`src/rtl/piso_bit_feeder.sv`:
```
// piso_bit_feeder: parallel-in/serial-out stage feeding a serial pattern
// detector. Words arrive over valid/ready. One bit is emitted per shift_en
// and presented on registered outputs.
// Optional feature macro: PISO_PARITY_EN appends an even-parity bit to each
// frame, so a frame is WIDTH+1 bits instead of WIDTH.
//
// Handshake: a word is accepted on a rising edge where
// load_valid && load_ready. load_ready is combinational. It is high in IDLE,
// and also on the cycle the last frame bit is being consumed, which allows
// chained words with no bubble. load_data is sampled only on accept.
module piso_bit_feeder #(
  parameter int WIDTH     = 8,
  parameter int MSB_FIRST = 1
) (
  input  logic             clk,
  input  logic             rst,
  input  logic [WIDTH-1:0] load_data,
  input  logic             load_valid,
  output logic             load_ready,
  input  logic             shift_en,
  output logic             bit_out,
  output logic             bit_valid,
  output logic             busy
);

  localparam int CW = $clog2(WIDTH + 1);

`ifdef PISO_PARITY_EN
  typedef enum logic [1:0] {IDLE, SHIFT, PARITY} state_t;
`else
  typedef enum logic {IDLE, SHIFT} state_t;
`endif

  state_t           state, state_nxt;
  logic [WIDTH-1:0] shift_reg, shift_nxt;
  logic [CW-1:0]    bit_cnt, cnt_nxt;
  logic             out_nxt, valid_nxt;
  logic             last_bit, accept;
  logic             first_bit, adv_bit;
  logic [WIDTH-1:0] adv_reg;
`ifdef PISO_PARITY_EN
  logic             par_q, par_nxt;
`endif

  // The last bit of the frame is the final data bit, or the parity bit when
  // that feature is enabled.
`ifdef PISO_PARITY_EN
  assign last_bit = (state == PARITY);
`else
  assign last_bit = (state == SHIFT) && (bit_cnt == CW'(WIDTH - 1));
`endif

  assign load_ready = (state == IDLE) || (last_bit && shift_en);
  assign accept     = load_valid && load_ready;
  assign busy       = (state != IDLE);

  // shift_reg keeps the current bit at its output end, so the next bit is
  // always the neighbour of that end.
  assign first_bit = (MSB_FIRST != 0) ? load_data[WIDTH-1] : load_data[0];
  assign adv_bit   = (MSB_FIRST != 0) ? shift_reg[WIDTH-2] : shift_reg[1];
  assign adv_reg   = (MSB_FIRST != 0) ? {shift_reg[WIDTH-2:0], 1'b0}
                                      : {1'b0, shift_reg[WIDTH-1:1]};

  // Next-state and datapath. An accept takes priority and always restarts
  // the frame. Otherwise shift_en advances the frame, and without shift_en
  // every register holds its value.
  always_comb begin
    state_nxt = state;
    shift_nxt = shift_reg;
    cnt_nxt   = bit_cnt;
    out_nxt   = bit_out;
    valid_nxt = bit_valid;
`ifdef PISO_PARITY_EN
    par_nxt   = par_q;
`endif
    if (accept) begin
      state_nxt = SHIFT;
      shift_nxt = load_data;
      cnt_nxt   = '0;
      out_nxt   = first_bit;
      valid_nxt = 1'b1;
`ifdef PISO_PARITY_EN
      par_nxt   = ^load_data;
`endif
    end else begin
      case (state)
        IDLE: begin
          out_nxt   = 1'b0;
          valid_nxt = 1'b0;
        end
        SHIFT: begin
          if (shift_en) begin
            if (bit_cnt == CW'(WIDTH - 1)) begin
`ifdef PISO_PARITY_EN
              state_nxt = PARITY;
              cnt_nxt   = bit_cnt + CW'(1);
              out_nxt   = par_q;
`else
              state_nxt = IDLE;
              cnt_nxt   = '0;
              out_nxt   = 1'b0;
              valid_nxt = 1'b0;
`endif
            end else begin
              shift_nxt = adv_reg;
              cnt_nxt   = bit_cnt + CW'(1);
              out_nxt   = adv_bit;
            end
          end
        end
`ifdef PISO_PARITY_EN
        PARITY: begin
          if (shift_en) begin
            state_nxt = IDLE;
            cnt_nxt   = '0;
            out_nxt   = 1'b0;
            valid_nxt = 1'b0;
          end
        end
`endif
        default: begin
          state_nxt = IDLE;
          out_nxt   = 1'b0;
          valid_nxt = 1'b0;
        end
      endcase
    end
  end

  // State register. Reset discards any word that is in flight.
  always_ff @(posedge clk or posedge rst) begin
    if (rst) state <= IDLE;
    else     state <= state_nxt;
  end

  // Datapath registers, including the registered serial outputs.
  always_ff @(posedge clk or posedge rst) begin
    if (rst) begin
      shift_reg <= '0;
      bit_cnt   <= '0;
      bit_out   <= 1'b0;
      bit_valid <= 1'b0;
`ifdef PISO_PARITY_EN
      par_q     <= 1'b0;
`endif
    end else begin
      shift_reg <= shift_nxt;
      bit_cnt   <= cnt_nxt;
      bit_out   <= out_nxt;
      bit_valid <= valid_nxt;
`ifdef PISO_PARITY_EN
      par_q     <= par_nxt;
`endif
    end
  end

endmodule

```
`config.mk`:
```
export PLATFORM = sky130hd
export DESIGN_NAME = piso_bit_feeder
export DESIGN_NICKNAME = d
export VERILOG_FILES = /design/src/rtl/piso_bit_feeder.sv
export SDC_FILE = /design/constraint.sdc
export NUM_CORES = 1
export LEC_CHECK = 0
export ABC_AREA = 1
export CAP_MARGIN = 40
export CORE_MARGIN = 3
export CORE_UTILIZATION = 30
export DETAILED_ROUTE_END_ITERATION = 12
export GPL_ROUTABILITY_DRIVEN = 0
export SYNTH_ARGS = -nofsm -noshare
export SYNTH_HDL_FRONTEND = slang
export SYNTH_SLANG_ARGS = --single-unit
```
`constraint.sdc`:
```
create_clock -name clk -period 1.7 [get_ports clk]
set_input_delay 0.255 -clock clk [delete_from_list [all_inputs] [get_ports clk]]
set_output_delay 0.255 -clock clk [all_outputs]
set_load 0.01 [all_outputs]
```
==> metrics.md <==
| Metric | Value |
|---|---|
| Via count | 726 |
| Tcrit/Tclk final | 90.9% |
| Mean Syn Cell Area | 7.95 µm² |
| Family with the most delay on the worst path | buffers and inverters |
| Worst path cell trace | clkdlybuf4s50_1 |
| Max reg flops | 7 |
| Initial core utilization | 31.8% |
| Layout cells sized above 1 | 19.0% |
| Post-synthesis adder-cell area fraction | 1.57% |
| Status | finished clean |
| Root buffer cell | clkbuf_4 |
| Via/cell ratio | 4.65 |
| Clock sink count | 14 |
| Yosys reg bits | 14 |
| Nets | 141 |
| RSZ-0062 raised after global routing | false |
| Compound-gate portion of the synthesized area | 6.93% |
| Postcts setup bufs | 0 |
| Num CTS Buffers | 3 |
| Syn_nets | 113 |
| TritonRoute pass-1 iters | 4 |
| Final setup fails | 0 |
| WS Path Type | flip-flop to primary output |
| Pint | 0.817 mW |
| CTS tree | done |
| Worst Path Required | 1.44 ns |
| Fin crit period | 1.55 ns |
| DRC Markers | 0 |
| Post-Layout Inst Area | 1060 µm² |
| Clock power share | 14.6% |
| Full die area | 3300 µm² |
| Layout area overhead | 33.7% |
| Register area share after synthesis | 44.1% |
| WL final | 1790 µm |
| Area fraction of the dominant cell type after synthesis | 44.1% |
| Sw Share | 37.4% |
| Mux cell area share after synthesis | 0% |
| Most frequent cell after synthesis | nand2_1 |
| Worst path max stage delay | 0.56 ns |
| Gr usage total | 12.3% |
| P_leak | 0.559 nW |
| Logic gate share of total power | 43.6% |
| Peak Freq | 647 MHz |
| Initial antenna violation count | 0 |
| Fin. Hold Viols | 0 |
| Post-synth EDFFs | 0 |
| Top post-synthesis cells by area | dfrtp_1 (44%), nand2_1 (12%), inv_1 (9.9%) |
| Global route overflow | 0 |
| Filler cell count | 255 |
| Die W | 57.5 µm |
| Post-Place Cell Area | 1040 µm² |
| Maximum clock path buffer count | 2 |
| DRT antenna net count | 0 |
| Routed len/inst | 11.5 µm |
| Inserted Diodes | 0 |
| Initial DRC Count | 9 |
| Buf+Inv Stages, Crit Path | 1 |
| Distinct cell type count after synthesis | 22 |
| Insertion delay to the later sink of the worst-skew pair | 0.28 ns |
| Data arrival, critical path | 1.29 ns |
| I/O pins | 16 |
| Synth warnings | 0 |
| First-pass GRT wire length | 3150 µm |
| IO buf count | 15 |
| Post-synth top cells | nand2_1 (26), inv_1 (21), dfrtp_1 (14), nand3_1 (10), nand4_1 (8) |
| Finished Core Util | 42.5% |
| Ys flop type | dfrtp_1 |
| CP endpoint kind | primary output |
| Number of global-route vias before repair | 706 |
| Max_cap viols | 0 |
| Relative slew slack | 62.7% |
| H-tree Lvls | 1 |
| Die Y | 57.5 µm |
| Crit-path slowest cell | clkdlybuf4s50_1 |
| Cells after DPL | 153 |
| Reg clk slew, reported paths | 0.09 ns |
| Final Non-Filler Cells | 156 |
| CTS Hold Bufs | 0 |
| Clk_skew | 0.00300 ns |
| Row cnt | 18 |
| Simple-Gate Fraction of Synth Area | 33.5% |
| Worst-path fanout max | 5 |
| Pins Over Slew Limit | 0 |
| CP Launch Type | flip-flop |
| Largest area contributor in the netlist | dfrtp_1 |
| CORE AREA | 2500 µm² |
| Detail Placement HPWL | 1360 µm |
| Hold Crit Class | input pin to asynchronous set/reset pin |
| Worst Max-Slew Pin Slew | 0.558 ns |
| Power per cell area | 1230 nW/µm² |
| Sequential share of power | 41.8% |
| Cell count after synthesis | 100 |
| Largest net degree at the start of global routing | 15 |
| Synth Area in XOR/XNOR | 1.10% |
| P_sw | 0.487 mW |
| Combinational family with the most area after synthesis | simple AND/OR/NAND/NOR gates |
| FFs w/ async S/R, synth | 100% |
| Synthesized area | 795 µm² |
| VDD IR max | 607 µV |
-- metal layers --
layer / wire [µm] / GRT usage (%) / up-vias / part of all wire [%]
li1: - / - / 368 / -
met1: 853 / 16.2 / 343 / 48
met2: 837 / 19.8 / 13 / 47
met3: 86 / 4.75 / 2 / 4.8
met4: 12 / 0.993 / 0 / 0.67
met5: 0 / 0 / - / 0
-- logic make-up after synthesis --
kind of cell | count (synthesis)
AO/OA/AOI/OAI | 8
AND/OR/NAND/NOR | 52
flip-flops | 14
adder cells (fa/ha/maj) | 1
buffers and inverters | 24
XOR/XNOR | 1
-- placed cells by master, fill, tap and decap left out, drive strengths merged --
| cell | instances |
|---|---|
| nand2 | 29 |
| inv | 22 |
| clkdlybuf4s50 | 14 |
| dfrtp | 14 |
| nand3 | 12 |
| buf | 10 |
| nand4 | 8 |
| o21ai | 7 |
| clkbuf | 4 |
| xor2 | 1 |
| and2 | 1 |
| nand3b | 1 |
| nor2 | 1 |
| a21oi | 1 |
| ha | 1 |
-- worst register-to-register path, cell delays in order (launching register included) --
cell	delay (ns)
dfrtp_1	0.36
ha_2	0.21
nand3_4	0.09
nand2_4	0.07
buf_4	0.15
nand3_2	0.23
nand3b_1	0.16
o21ai_0	0.09
-- worst paths after layout --
path	slack [ns]	depth (start not counted)	end	startpoint
max in group asynchronous	0.98	2	busy	rst
min reg2reg	0.48	2	shift_reg[6]	shift_reg[6]
min	0.32	2	shift_reg[6]	rst
min in group clk	0.48	2	shift_reg[6]	shift_reg[6]
max reg2reg	0.23	7	bit_cnt[3]	bit_cnt[1]
max	0.15	1	busy	busy
-- metrics by stage --
step                      TNS, ns  setup slack [ns]  hold WS, ns  power (mW)
after floorplan                 0             0.422        0.144       0.884
after global placement    -0.0954           -0.0954        0.456        1.10
after detailed placement  -0.0951           -0.0951        0.464        1.13
after CTS                       0           0.00594        0.340        1.32
after global routing            0            0.0777        0.378        1.42
final                           0             0.155        0.323        1.30
-- power groups by stage --
stage | sequential, mW | combinational, mW | clock [mW]
2_1_floorplan | 0.549 | 0.334 | 0
3_3_place_gp | 0.542 | 0.558 | 0
3_5_place_dp | 0.552 | 0.574 | 0
4_1_cts | 0.547 | 0.577 | 0.200
5_1_grt | 0.563 | 0.635 | 0.218
6_report | 0.545 | 0.568 | 0.190
-- final cells by class --
cell class / count / area (µm²) / share of cell area (%)
tap: 30 / 37.5 / 3.53
inverter: 22 / 85.1 / 8.01
timing repair buffer: 25 / 220 / 20.7
sequential: 14 / 352 / 33.1
clock buffer: 3 / 22.5 / 2.12
multi-input combinational: 62 / 345 / 32.5
-- repair_timing --
action / CTS / global route
pin swaps: 0 / 0
gates resized for setup: 2 / 3
endpoints found under the setup margin: 1 / 2
(Power assumes the default switching activity.)
